$ cat src/rtl/addsub_acc_sequencer_pkg.sv
// Shared command opcodes and sequencer state encoding for the accumulator stage
// that feeds the external 8-bit adder/subtractor.
package addsub_pkg;

  typedef logic [1:0] op_t;

  localparam op_t OP_ADD   = 2'b00;
  localparam op_t OP_SUB   = 2'b01;
  localparam op_t OP_LOAD  = 2'b10;
  localparam op_t OP_CLEAR = 2'b11;

  typedef enum logic [1:0] {
    ST_IDLE = 2'b00,
    ST_EXEC = 2'b01,
    ST_DONE = 2'b10
  } state_t;

endpackage

$ cat src/rtl/addsub_acc_sequencer_if.sv
// Command valid/ready channel into the accumulator sequencer.
interface addsub_acc_sequencer_if #(
  parameter int unsigned WIDTH = 8
);
  import addsub_pkg::*;

  logic             cmd_valid;
  logic             cmd_ready;
  op_t              cmd_op;
  logic [WIDTH-1:0] cmd_data;

  modport master (output cmd_valid, output cmd_op, output cmd_data, input cmd_ready);
  modport slave  (input cmd_valid, input cmd_op, input cmd_data, output cmd_ready);

endinterface

$ cat src/rtl/addsub_acc_sequencer.sv
// Command-driven accumulator: registers operands into the external adder/subtractor,
// captures its result/overflow, and maintains Z/N, sticky V and a saturating op counter.
module addsub_acc_sequencer #(
  parameter int unsigned WIDTH = 8,
  parameter int unsigned CNT_W = 8
) (
  input  logic                 clk,
  input  logic                 rst_n,
  addsub_acc_sequencer_if.slave cmd,
  output logic [WIDTH-1:0]     as_a,
  output logic [WIDTH-1:0]     as_b,
  output logic                 as_mode,
  input  logic [WIDTH-1:0]     as_result,
  input  logic                 as_ovfl,
  output logic [WIDTH-1:0]     acc_out,
  output logic                 acc_valid,
  output logic                 flag_z,
  output logic                 flag_n,
  output logic                 flag_v,
  output logic [CNT_W-1:0]     op_count
);
  import addsub_pkg::*;

  localparam logic [CNT_W-1:0] CNT_ONE = CNT_W'(1);

  state_t           state, state_nxt;
  logic [WIDTH-1:0] acc;
  logic             accept;

  assign accept  = cmd.cmd_valid && (state == ST_IDLE);
  assign acc_out = acc;
  assign as_a    = acc;
  // Z/N are pure functions of the registered accumulator, so they can never disagree with it.
  assign flag_z  = (acc == '0);
  assign flag_n  = acc[WIDTH-1];

  always_ff @(posedge clk or negedge rst_n) begin
    if (!rst_n) state <= ST_IDLE;
    else        state <= state_nxt;
  end

  always_comb begin
    state_nxt     = state;
    cmd.cmd_ready = 1'b0;
    acc_valid     = 1'b0;
    unique case (state)
      ST_IDLE: begin
        cmd.cmd_ready = 1'b1;
        if (cmd.cmd_valid)
          state_nxt = (cmd.cmd_op[1] == 1'b0) ? ST_EXEC : ST_DONE;
      end
      ST_EXEC: state_nxt = ST_DONE;
      ST_DONE: begin
        acc_valid = 1'b1;
        state_nxt = ST_IDLE;
      end
      default: state_nxt = ST_IDLE;
    endcase
  end

  always_ff @(posedge clk or negedge rst_n) begin
    if (!rst_n) begin
      acc      <= '0;
      as_b     <= '0;
      as_mode  <= 1'b0;
      flag_v   <= 1'b0;
      op_count <= '0;
    end else if (accept) begin
      unique case (cmd.cmd_op)
        OP_ADD, OP_SUB: begin
          as_b    <= cmd.cmd_data;
          as_mode <= cmd.cmd_op[0];
        end
        OP_LOAD: acc <= cmd.cmd_data;
        OP_CLEAR: begin
          acc      <= '0;
          flag_v   <= 1'b0;
          op_count <= '0;
        end
        default: ;
      endcase
    end else if (state == ST_EXEC) begin
      acc    <= as_result;
      flag_v <= flag_v | as_ovfl;
      if (op_count != '1) op_count <= op_count + CNT_ONE;
    end
  end

endmodule

$ cat src/flat_wrapper.sv
// flat-port wrapper written by rule: the top's interface ports become plain ports
module addsub_acc_sequencer_flat import addsub_pkg::*;
#(
  parameter int unsigned WIDTH = 8,
  parameter int unsigned CNT_W = 8
)
  (clk, rst_n, as_a, as_b, as_mode, as_result, as_ovfl, acc_out, acc_valid, flag_z, flag_n, flag_v, op_count, cmd_cmd_valid, cmd_cmd_op, cmd_cmd_data, cmd_cmd_ready);
  addsub_acc_sequencer_if #(.WIDTH(WIDTH)) cmd_i ();
  input  logic clk;
  input  logic rst_n;
  output logic [WIDTH-1:0] as_a;
  output logic [WIDTH-1:0] as_b;
  output logic as_mode;
  input  logic [WIDTH-1:0] as_result;
  input  logic as_ovfl;
  output logic [WIDTH-1:0] acc_out;
  output logic acc_valid;
  output logic flag_z;
  output logic flag_n;
  output logic flag_v;
  output logic [CNT_W-1:0] op_count;
  input wire logic [$bits(cmd_i.cmd_valid)-1:0] cmd_cmd_valid;
  input wire logic [$bits(cmd_i.cmd_op)-1:0] cmd_cmd_op;
  input wire logic [$bits(cmd_i.cmd_data)-1:0] cmd_cmd_data;
  output wire logic [$bits(cmd_i.cmd_ready)-1:0] cmd_cmd_ready;
  assign cmd_i.cmd_valid = cmd_cmd_valid;
  assign cmd_i.cmd_op = cmd_cmd_op;
  assign cmd_i.cmd_data = cmd_cmd_data;
  assign cmd_cmd_ready = cmd_i.cmd_ready;
  addsub_acc_sequencer #(.WIDTH(WIDTH), .CNT_W(CNT_W)) u_core (.clk(clk), .rst_n(rst_n), .cmd(cmd_i), .as_a(as_a), .as_b(as_b), .as_mode(as_mode), .as_result(as_result), .as_ovfl(as_ovfl), .acc_out(acc_out), .acc_valid(acc_valid), .flag_z(flag_z), .flag_n(flag_n), .flag_v(flag_v), .op_count(op_count));
endmodule
$ cat config.mk
export PLATFORM = sky130hd
export DESIGN_NAME = addsub_acc_sequencer_flat
export DESIGN_NICKNAME = d
export VERILOG_FILES = /design/src/rtl/addsub_acc_sequencer_pkg.sv /design/src/rtl/addsub_acc_sequencer_if.sv /design/src/rtl/addsub_acc_sequencer.sv /design/src/flat_wrapper.sv
export SDC_FILE = /design/constraint.sdc
export NUM_CORES = 1
export LEC_CHECK = 0
export CORE_MARGIN = 8
export CORE_UTILIZATION = 37
export CTS_CLUSTER_SIZE = 40
export DETAILED_ROUTE_END_ITERATION = 8
export PLACE_DENSITY = 0.8
export SLEW_MARGIN = 0
export SYNTH_ARGS = -nofsm -noshare
export SYNTH_HDL_FRONTEND = slang
export SYNTH_SLANG_ARGS = --single-unit
$ cat constraint.sdc
create_clock -name clk -period 1.6 [get_ports clk]
set_input_delay 0.32 -clock clk [delete_from_list [all_inputs] [get_ports clk]]
set_output_delay 0.32 -clock clk [all_outputs]
set_load 0.02 [all_outputs]
# Yosys cells after proc, flatten, opt, wreduce, memory -nomap -nowiden
# Cells that the tools add are included.
classes:
  n_reduce_logical: 11
  n_bitwise: 1
  muxes: 15
  add_sub_neg: 1
  n_eq_ne: 9
ops:
  columns: ["operator", "count"]
  rows:
  - ["$mux W8", 6]
  - ["$pmux W8 S2", 1]
  - ["$add A8 B1 Y8 const B", 1]
  - ["$logic_not A8 Y1", 1]
  - ["$ne A8 B8 Y1 const B", 1]
  - ["$eq A2 B2 Y1 const B", 3]
  - ["$reduce_and A2 Y1", 3]
  - ["$mux W1", 5]
  - ["$eq A2 B1 Y1 const B", 2]
  - ["$logic_not A2 Y1", 2]
  - ["$mux W2", 2]
  - ["$ne A2 B2 Y1 const B", 2]
  - ["$pmux W2 S2", 1]
  - ["$reduce_bool A2 Y1", 2]
  - ["$ne A3 B3 Y1 const B", 1]
  - ["$reduce_and A3 Y1", 1]
  - ["$reduce_or A2 Y1", 1]
  - ["$logic_and A1 B1 Y1", 1]
  - ["$or A1 B1 Y1", 1]
totals:
  ff_bits: 28
  wordCells: 43
  out_inout_bits: 38

# Logic depth before layout (Yosys ltp)
depth:
  depth_word: 4
  ltp_mapped: 5
  depth_no_buf: 5

# Least setup slack after synthesis
# Ideal clock, no wire load.
synth_timing:
  path_type: "register to register"
  startpoint: "reg u_core.op_count[0]"
  endpoint: "reg u_core.op_count[5]"
  setup_slack_ps: -139
  path_stages_with_launch: 6
  arrival_time_ps: 1615
  n_path_buf: 0
  path_cell_list: "dfrtp_1 -> ha_1 -> nand3_2 -> o31a_1 -> and3_1 -> a211o_1"
synth_between:
  elab_chain_len: 4
  word_cells_on_any_way: 7
  classes_between: "1 x add/sub; 1 x eq/ne; 3 x mux; 2 x reduce/logical"
synth_lines:
  columns: ["element", "line_no", "text"]
  rows:
  - ["start, declared", "addsub_acc_sequencer.sv:20", "output logic [CNT_W-1:0] op_count"]
  - ["start signal, assigned", "addsub_acc_sequencer.sv:85", "if (op_count != '1) op_count <= op_count + CNT_ONE;"]
  - ["$add A8 B1 Y8", "addsub_acc_sequencer.sv:85", null]
  - ["$mux W8", "addsub_acc_sequencer.sv:85", null]
  - ["$mux W8", "addsub_acc_sequencer.sv:82", "end else if (state == ST_EXEC) begin"]
  - ["$mux W8", "addsub_acc_sequencer.sv:68", "end else if (accept) begin"]
# Parallel ways exist; a longest one is shown, timed or not. The select of a mux whose other input is x is not followed.
# A chain may end at the register's enable or synchronous reset.

# Final worst setup path
layout_timing:
  startpoint: "reg u_core.acc[1], in the netlist u_core.acc_out[1]"
  endpoint: "out flag_z"
layout_between:
  elab_chain_len: 1
layout_lines:
  columns: ["element", "line_no", "text"]
  rows:
  - ["start, declared", "addsub_acc_sequencer.sv:27", "logic [WIDTH-1:0] acc;"]
  - ["start signal, assigned", "addsub_acc_sequencer.sv:74", "OP_LOAD: acc <= cmd.cmd_data;"]
  - ["start signal, assigned", "addsub_acc_sequencer.sv:83", "acc <= as_result;"]
  - ["$logic_not A8 Y1", "addsub_acc_sequencer.sv:34", "assign flag_z = (acc == '0);"]
  - ["end, declared", "flat_wrapper.sv:18", "output logic flag_z;"]
# Every way passes these cells.

==> flow_results.org <==
** Route
- The first TritonRoute pass finished after 4 iterations.
- DRC marker count from the first detailed-route iteration :: 80
- Vias per std cell :: 5.03
- Total via count in the routed design :: roughly 1300
- Routed wire length per instance :: roughly 16 µm
- The detail route stage leaves a number of antenna-violating nets equal to 0.
- The routed design has a little over 4000 µm of wire.
- In the routed design, unresolved DRC markers number 0.

** Timing
- Final-layout worst hold slack :: between 0.4 and 0.5 ns
- Static timing analysis puts the maximum clock frequency at 0.566 GHz.
- Final critical-path share of the clock period :: 111%
- For the pin with the worst max-slew slack, the measured transition is approximately 0.36 ns.
- The final-report max-slew violation count came to 0.
- Setup violations remaining at the end of the flow were counted as 1.
- The hold violation total from the final report is 0.
- Clock period minus worst slack :: 1.77 ns
- Fin Clk Skew :: roughly 0.0033 ns
- Worst slew margin relative to its limit :: between 70% and 80%
- Setup repair after global routing could not meet its margin everywhere.
- Setup slack on the critical path of the routed design comes to -0.168 ns.

** Pwr
- Sw frac :: about a third
- Switching power :: between 0.0009 and 0.001 W
- Power Total :: between 0.002 and 0.003 W
- In this run, the combinational gates consume approximately 44% of the power.
- The worst-case IR drop observed on VDD is roughly 0.00063 V.
- Internal power comes to between 0.0015 and 0.002 W.
- For this design the ratio of total power to cell area is 1220 nW/µm².
- Registers are responsible for a little over a third of the overall power.
- Leakage :: 1.07 nW
- In this run, the clock network consumes 20.5% of the power.

** Floorplanning
- Std cell rows :: 22
- The floorplan step defined a die boundary enclosing around 5900 µm².
- After floorplanning, the core was sized to cover approximately 3600 µm².
- 60 I/O pins were placed.
- The die is 77.0 µm wide.
- Once the floorplan was initialized, standard cells occupied 37.9% of the core.
- The die is ~77 µm tall.

** Logic synthesis
- Cell area after synthesis :: 1380 µm²
- Yosys mapped a number of flops with a built-in enable equal to 0.
- Synthesis inferred 28 register bits.
- For this run, the number of Yosys warnings is 0.
- Synthesized area per cell :: 10.8 µm²
- Cells after Synth :: approximately 130
- For this run, asynchronously set or reset flops after synthesis account for 100%.
- Predominant post-synthesis flop cell :: dfrtp_1
- Sequential area share after synthesis :: 50.9%
- The number of different library cells used by synthesis comes to 31.
- When the netlist entered floorplanning its net count stood at 151.

** Global routing
- The number of global-route vias before repair was around 1300.
- Wire length of the first global-routing pass :: roughly 6700 µm
- Global routing finished with a remaining overflow of 0.
- Entering global routing, the biggest net connects 29 pins.
- Global-route total usage across every layer :: 13.6%
- The number of antenna violations at the first check in global routing came to 0.

** Placement
- Routability cong. :: roughly 0.83
- Number of input and output port buffers inserted :: 59
- Placed wire-length estimate after detailed placement :: 3180 µm
- Placed Cells :: 243
- OpenSTA, run right after detailed placement, puts the worst setup slack at -0.331 ns.

** Run
- Across the run, the number of max-cap violations was 0.

** Setup path
- Grouping stages by cell kind, the critical path spends the most delay in simple AND/OR/NAND/NOR gates.
- R2R Setup Slk :: 0 ns
- Crit-path slowest cell :: or4_4
- In this run the worst path has a maximum fanout of 2.
- The worst setup path is captured at an output pin.
- Delay of the slowest critical-path stage :: approximately 0.55 ns
- Together, buffers and inverters on the worst path number 1.
- Critical path arrival :: 1.45 ns
- Endpoint of the most critical register-to-register path :: u_core.op_count[4]
- For the worst setup path, the data required time is ~1.3 ns.
- Worst setup path start :: u_core.acc_out[1]
- By startpoint and endpoint, the worst setup path is classified as reg -> out.
- Crit path launch type :: register
- The critical path goes through or4_4 -> nor2_4 -> buf_6.
- Reg2reg path depth :: 6
- Launch instance of the worst register-to-register path :: u_core.op_count[0]

** Clock network
- After clock tree synthesis, the flow added hold-fix buffers numbering 0.
- After clock tree synthesis, the clock-pin slew on the worst setup and hold paths is around 0.09 ns.
- Max Buffers Root-to-Sink :: 2
- Clock tree synthesis inserted a total of 3 buffers.
- Clk root buf :: clkbuf_8
- Number of levels the H-tree was split into :: 1
- CTS tree :: yes
- Sinks on the clock net :: 28
- For the worst-skew pair, the clock arrives at the later sink with an insertion delay of between 0.2 and 0.3 ns.

** Finish
- Share of final-layout standard cells stronger than drive strength 1 :: about a quarter
- Counting the fill cells in the layout gives 305.
- Across the whole layout, storage elements account for slightly above 700 µm².
- Leaving out fill and tap cells, the most frequent cells in the layout are dlygate4sd2_1 (27), clkdlybuf4s50_1 (25), dfrtp_1 (24), buf_4 (21), a21oi_1 (12).
- In the final design database the tool counted 225 nets.
- Summing all multi-input logic gate instances after layout gives 644 µm².
- Compared with the post-synthesis result, the final layout area differs by 61.8%.
- N_diodes :: 0
- Most common cell after layout, fill and taps aside :: dlygate4sd2_1
- Count of non-filler cells in the finished layout :: approximately 250

** Outcome
- Violations in the final reports :: negative setup slack
- The flow ran to the end, but the final reports show violations.

** Worst hold path
- The path class of the tightest hold or removal check is in -> async.
==> synthesized netlist by cell type (all sizes together) (2+ instances only) <==
cell,number,area [µm²]
nand2,6,22.5
a31oi,10,77.6
nand3,2,15.0
nor2,12,47.6
nor3,3,15.0
a211o,4,35.0
nor2b,10,62.6
and3,3,18.8
a21oi,12,60.1
or4,2,15.0
buf,13,87.6
dfrtp,28,701
mux2,10,113
==> state kept, by name, summed over array words and instances, names as in the netlist <==
name	count
u_core.as_b	8
u_core.as_mode	1
u_core.state	2
u_core.op_count	8
u_core.flag_v	1
u_core.acc_out	8
==> power by group through the flow <==
stage,Combinational (W),Sequential [W],Clock (W)
detailed placement,0.00128,0.000982,0
CTS,0.00119,0.000972,0.000572
finish,0.00118,0.000980,0.000556
global placement,0.00126,0.000970,0
global route,0.00127,0.00100,0.000598
floorplan,0.000417,0.00119,0
==> worst max path at each step <==
stage	depth (start not counted)	slack [ns]	endpoint
floorplan	5	0.002	u_core.op_count[5]
global placement	3	-0.32	flag_z
detailed placement	3	-0.33	flag_z
CTS	3	-0.18	flag_z
global route	3	-0.21	flag_z
finish	3	-0.17	flag_z
==> per-layer routing <==
layer	routed length (µm)	vias up	GRT usage [%]
li1	-	606	-
met1	1550	610	14.9
met2	2280	31	25.1
met3	145	5	2.45
met4	65	0	5.66
met5	0	-	0
==> area by class of cell <==
type,instances,share of cell area [%]
multi-input combinational,87,28.9
clock inverter,1,1.35
sequential,28,31.7
clock buffer,3,1.85
timing repair buffer,82,33.5
tap,48,2.70
==> timing repair <==
| item | in CTS | in global routing |
|---|---|---|
| setup buffers | 1 | 0 |
| cloned | 1 | 0 |
| endpoints found under the hold margin | 0 | 0 |
| pin swaps | 0 | 7 |
| setup endpoints to repair | 37 | 26 |
| gates resized for setup | 40 | 12 |
==> stage by stage <==
stage | cell area (µm²) | TNS [ns] | util [%]
after global routing | 2230 | -0.420 | 61.3
after CTS | 2190 | -0.181 | 60.2
after global placement | 2110 | -5.26 | 58.1
after floorplan | 1390 | 0 | -
after detailed placement | 2110 | -6.53 | 58.1
final | 2230 | -0.168 | 61.3
==> cells by family (layout without fill, tap and decap cells) <==
family | Yosys count | after routing | share of synthesized area (%)
DFF | 28 | 28 | 50.9
buffers and inverters | 13 | 86 | 6.36
AOI/OAI and AO/OA | 32 | 32 | 16.3
adders and majority gates | 1 | 1 | 0.908
muxes | 10 | 10 | 8.17
and+or+nand+nor | 44 | 44 | 17.3
Note: power is estimated with default switching activity, not from simulation.
